### src/rtl/spi_word_sched.sv
// Shares one SPI word serializer between two word sources. Each source has a
// one-entry pending buffer. A round-robin arbiter picks the next word, and a
// chip-select gap and a completion watchdog are enforced between words.
module spi_word_sched #(
    parameter int unsigned          DataWidth     = 32,
    parameter int unsigned          GapCycles     = 4,
    parameter int unsigned          TimeoutCycles = 4096,
    parameter logic [DataWidth-1:0] EndWord       = DataWidth'(32'h0000_0FFF)
) (
    input  logic                 clk_i,
    input  logic                 rst_ni,
    input  logic                 req0_i,
    input  logic [DataWidth-1:0] data0_i,
    input  logic                 req1_i,
    input  logic [DataWidth-1:0] data1_i,
    output logic                 spi_req_o,
    output logic [DataWidth-1:0] spi_data_o,
    input  logic                 spi_done_i,
    output logic                 grant_o,
    output logic                 busy_o,
    output logic [1:0]           ovf_o,
    output logic                 err_o,
    output logic                 eop_o
);

    localparam int unsigned GapW = (GapCycles > 0) ? $clog2(GapCycles + 1) : 1;
    localparam int unsigned WdW  = $clog2(TimeoutCycles);

    typedef enum logic [1:0] {
        ST_IDLE,
        ST_WAIT,
        ST_GAP
    } state_e;

    state_e               state_q, state_d;
    logic [1:0]           pend_q, pend_d;
    logic [DataWidth-1:0] word_q [2];
    logic [DataWidth-1:0] word_d [2];
    logic [DataWidth-1:0] din [2];
    logic [1:0]           req;
    logic [1:0]           issue;
    logic                 pick;
    logic                 sel;
    logic [GapW-1:0]      gap_q, gap_d;
    logic [WdW-1:0]       wd_q, wd_d;
    logic [DataWidth-1:0] data_d;
    logic                 grant_d;
    logic                 spi_req_d;
    logic [1:0]           ovf_d;
    logic                 err_d;
    logic                 eop_d;

    assign req    = {req1_i, req0_i};
    assign din[0] = data0_i;
    assign din[1] = data1_i;
    assign issue  = {pick & sel, pick & ~sel};

    // Busy while a word is in flight or any word is still pending.
    assign busy_o = (state_q != ST_IDLE) || (pend_q != 2'b00);

    // FSM state register.
    always_ff @(posedge clk_i or negedge rst_ni) begin
        if (!rst_ni) begin
            state_q <= ST_IDLE;
        end else begin
            state_q <= state_d;
        end
    end

    // Arbitration, issue, watchdog and gap sequencing.
    always_comb begin
        state_d   = state_q;
        pick      = 1'b0;
        sel       = 1'b0;
        spi_req_d = 1'b0;
        data_d    = spi_data_o;
        grant_d   = grant_o;
        wd_d      = wd_q;
        gap_d     = gap_q;
        err_d     = err_o;
        eop_d     = 1'b0;
        unique case (state_q)
            ST_IDLE: begin
                if (pend_q != 2'b00) begin
                    // On a tie the requester not granted last time wins.
                    unique case (pend_q)
                        2'b11:   sel = ~grant_o;
                        2'b10:   sel = 1'b1;
                        default: sel = 1'b0;
                    endcase
                    pick      = 1'b1;
                    data_d    = word_q[sel];
                    grant_d   = sel;
                    spi_req_d = 1'b1;
                    wd_d      = '0;
                    state_d   = ST_WAIT;
                end
            end
            ST_WAIT: begin
                if (spi_done_i || (wd_q == WdW'(TimeoutCycles - 1))) begin
                    // Done wins over a timeout that falls on the same cycle.
                    if (spi_done_i) begin
                        eop_d = (spi_data_o == EndWord);
                    end else begin
                        err_d = 1'b1;
                    end
                    gap_d   = '0;
                    state_d = (GapCycles == 0) ? ST_IDLE : ST_GAP;
                end else if (wd_q != '1) begin
                    wd_d = wd_q + WdW'(1);
                end
            end
            ST_GAP: begin
                if (gap_q == GapW'(GapCycles - 1)) begin
                    state_d = ST_IDLE;
                end else if (gap_q != '1) begin
                    gap_d = gap_q + GapW'(1);
                end
            end
            default: state_d = ST_IDLE;
        endcase
    end

    // Pending-buffer capture; a slot being issued this cycle accepts a new word.
    always_comb begin
        pend_d = pend_q;
        ovf_d  = ovf_o;
        word_d = word_q;
        for (int n = 0; n < 2; n++) begin
            if (req[n]) begin
                if (!pend_q[n] || issue[n]) begin
                    word_d[n] = din[n];
                    pend_d[n] = 1'b1;
                end else begin
                    ovf_d[n] = 1'b1;
                end
            end else if (issue[n]) begin
                pend_d[n] = 1'b0;
            end
        end
    end

    // Datapath and output registers.
    always_ff @(posedge clk_i or negedge rst_ni) begin
        if (!rst_ni) begin
            pend_q     <= 2'b00;
            word_q[0]  <= '0;
            word_q[1]  <= '0;
            gap_q      <= '0;
            wd_q       <= '0;
            spi_req_o  <= 1'b0;
            spi_data_o <= '0;
            grant_o    <= 1'b1;
            ovf_o      <= 2'b00;
            err_o      <= 1'b0;
            eop_o      <= 1'b0;
        end else begin
            pend_q     <= pend_d;
            word_q[0]  <= word_d[0];
            word_q[1]  <= word_d[1];
            gap_q      <= gap_d;
            wd_q       <= wd_d;
            spi_req_o  <= spi_req_d;
            spi_data_o <= data_d;
            grant_o    <= grant_d;
            ovf_o      <= ovf_d;
            err_o      <= err_d;
            eop_o      <= eop_d;
        end
    end

endmodule
### config.mk
export PLATFORM = sky130hd
export DESIGN_NAME = spi_word_sched
export DESIGN_NICKNAME = d
export VERILOG_FILES = /design/src/rtl/spi_word_sched.sv
export SDC_FILE = /design/constraint.sdc
export NUM_CORES = 1
export LEC_CHECK = 0
export CORE_MARGIN = 10
export CORE_UTILIZATION = 50
export DETAILED_ROUTE_END_ITERATION = 8
export DONT_BUFFER_PORTS = 1
export PLACE_DENSITY = 0.63
export SLEW_MARGIN = 10
export SYNTH_ARGS = -nofsm -noshare
export SYNTH_HDL_FRONTEND = slang
export SYNTH_SLANG_ARGS = --single-unit
### constraint.sdc
create_clock -name clk_i -period 3.8 [get_ports clk_i]
set_input_delay 0.38 -clock clk_i [delete_from_list [all_inputs] [get_ports clk_i]]
set_output_delay 0.38 -clock clk_i [all_outputs]
set_load 0.005 [all_outputs]
==> reports/qor.txt <==
status: finished, final reports clean
io pins: 108
DRC: 0
initial antenna violation count: 0
Hold EP: ovf_o[1]
Largest delay share family, worst path: compound AO/OA/AOI/OAI gates
Fin Hold WS: 0.0228 ns
reg2reg end: spi_data_o[7]
layout net count: 550
CTS tree: done
flop-to-flop setup slack: 1.55 ns
Final Cycle Share: 59.1%
Initial Util: 51.8%
maximum fanout along the worst path: 20
post-detailed-route count of antenna-violating nets: 0
Critical Path RT: 4.16 ns
Finished Core Util: 65.8%
area grow syn2layout: 27.1%
drt total wl: 12,000 um
FP Rows: 36
first-pass GRT wire length: 19,600 um
Lkg Pwr: 2.84 nW
max-cap violations: 0
FMAX: 0.445 GHz
die area: 14,700 um^2
Inserted Diodes: 0
Syn Area/Cell: 12.7 um^2
Layout Cells excl Fill: 623
H-Tree Level Count: 4
Worst Path Buf+Inv: 1
warnings from Yosys: 0
R2R depth: 4
final setup fails: 0
relative slew slack: 32.6%
PD cells: 845 nW/um^2
gpl congestion: 0.790
Comb power frac: 30.7%
CTS Sinks: 121
core area: 9910 um^2
worst r2r src: pend_q[1]
crit-path cells: a21boi_4 -> buf_4 -> mux2i_1 -> o21ai_0
setup TNS: 0 ns
max incr delay on CP: 0.85 ns
mapped cell area: 5130 um^2
hold crit path type: in2reg
Clock Latency Late Sink: 0.52 ns
final non-filler cell area: 6520 um^2
cts repair resizes: 0
Post-synth ARST share: 100%
Placed Cells: 523
Switching Fraction: 34.0%
largest net degree at the start of global routing: 122
switching pwr: 1.87 mW
Synth area leader: dfrtp_1
GRT Residual Overflow: 0
Avg WL per Cell: 19.2 um
maximum vdd drop: 0.601 mV
RSZ-0062 raised after global routing: no
total CTS buffers: 17
layout cells sized above 1: 23.1%
data arrival time of the worst path: 2.61 ns
vias in the first global route: 3,627
total power: 5.51 mW
minimum clock period: 2.25 ns
Max Clock Skew: 0.0115 ns
vias post-DR: 3,426
synthesized instance count: 403
area share of the largest cell type after synthesis: 58.5%
clock power share: 26.9%
DRT iter0 DRCs: 185
die width: 121 um
Place WS: 1.56 ns
GRT Total Usage: 16.9%
Seq/Total Area, Yosys: 59.0%
Yosys cell types: 48
Placed Instance Area: 5270 um^2
Slew Viols, Final: 0
min setup slack post-route: 1.55 ns
Die Ht: 121 um
Pint: 3.64 mW
Vias per Instance: 5.50
placed wire-length estimate: 7680 um
Post-synth EDFFs: 0
leading post-synthesis cells by cell area: dfrtp_1 58%, mux2_2 14%, mux2i_1 7.0%
CP max-delay cell: a21boi_4
clk buf depth: 2
Final Hold Fails: 0
CP Class: reg2reg
IO buf count: 0
first-pass detailed-route iteration total: 7
Worst Hold Depth: 1
Seq cells post-synth: 121
Crit. End Element: flop
CP Launch Type: flop
actual slew at the worst max-slew pin: 1.01 ns
syn nets: 476
Reg clk slew, reported paths: 0.06 ns
Primary FF master, synth: dfrtp_1
Root Buffer Master: clkbuf_8
sequential share of power: 42.5%
HP Start: req1_i
==> power by group through the flow <==
stage / clock, mW / sequential (mW) / combinational (mW)
6_report: 1.48 / 2.34 / 1.69
5_1_grt: 1.57 / 2.43 / 1.88
4_1_cts: 1.51 / 2.34 / 1.70
3_5_place_dp: 0 / 2.37 / 1.61
3_3_place_gp: 0 / 2.34 / 1.56
2_1_floorplan: 0 / 2.18 / 1.36
==> placed cells by master, fill, tap and decap left out, types with 4 or more instances in the layout <==
cell and instances:
dlygate4sd3_1 67, buf_4 4, nor2_1 8, nand4_1 4
nand3_1 4, mux2_2 64, nor4_1 4, inv_1 5
clkinvlp_4 4, clkbuf_16 16, or4_1 5, dfrtp_1 120
nor3_1 4, o21ai_0 35, ha_1 4, mux2i_1 36
a21oi_1 6, nand2_1 46
==> final cells by class <==
type / count / area [um^2]
Fill cell: 742 / 3390
Sequential cell: 121 / 3030
Multi-Input combinational cell: 259 / 2030
Timing Repair Buffer: 72 / 728
Clock buffer: 19 / 432
Tap cell: 133 / 166
Clock inverter: 13 / 119
Inverter: 6 / 22.5
==> metal layers <==
layer	routed length (um)	global-route usage (%)	share of wire (%)	vias up
met3	957	7.17	8.0	17
met5	0	0	0	-
met4	161	6.33	1.3	0
met2	5840	27.1	49	102
li1	-	-	-	1613
met1	5000	19.8	42	1694
==> repair_timing <==
action                                  4_1_cts  5_1_grt
hold endpoints to repair                    188        0
hold buffers                                 68        0
setup buffers                                 0        0
endpoints found under the setup margin        0        0
==> registers in the layout (all words and copies together), names as in the netlist <==
| signal | count |
|---|---|
| spi_req_o | 1 |
| err_o | 1 |
| eop_o | 1 |
| pend_q | 2 |
| grant_o | 1 |
| gap_q | 3 |
| spi_data_o | 32 |
| ovf_o | 2 |
| word_q | 64 |
| wd_q | 12 |
| state_q | 2 |
==> worst register-to-register path, stage by stage, from the launching register on <==
cell and delay, ns:
dfrtp_1 0.50, a21boi_4 0.86, buf_4 0.43, mux2i_1 0.21
o21ai_0 0.10
==> cell families (layout without fill, tap and decap cells) <==
family | count (synthesis) | in the layout | share of synthesized area, %
buffers and inverters | 23 | 110 | 1.90
AOI/OAI and AO/OA | 61 | 61 | 7.21
muxes | 100 | 100 | 21.1
and+or+nand+nor | 94 | 94 | 9.85
adders and majority gates | 4 | 4 | 0.975
DFF | 121 | 121 | 59.0
==> Yosys cell counts, types with 5 or more instances <==
library cell	number
nor2_1	8
mux2_2	64
o21ai_0	35
a21oi_1	6
mux2i_1	36
clkbuf_1	8
nand2_1	46
buf_2	9
dfrtp_1	120
or4_1	5
inv_1	5
==> worst max-delay path by stage <==
| stage | start | to | slack (ns) | cells past startpoint |
|---|---|---|---|---|
| floorplan | gap_q[0] | gap_q[1] | 2.06 | 6 |
| global placement | pend_q[1] | spi_data_o[1] | 1.63 | 4 |
| detailed placement | pend_q[1] | spi_data_o[8] | 1.56 | 4 |
| CTS | pend_q[1] | spi_data_o[7] | 1.56 | 4 |
| global route | pend_q[1] | spi_data_o[8] | 1.43 | 4 |
| finish | pend_q[1] | spi_data_o[7] | 1.55 | 4 |
Power figures use the tool's default switching activity.
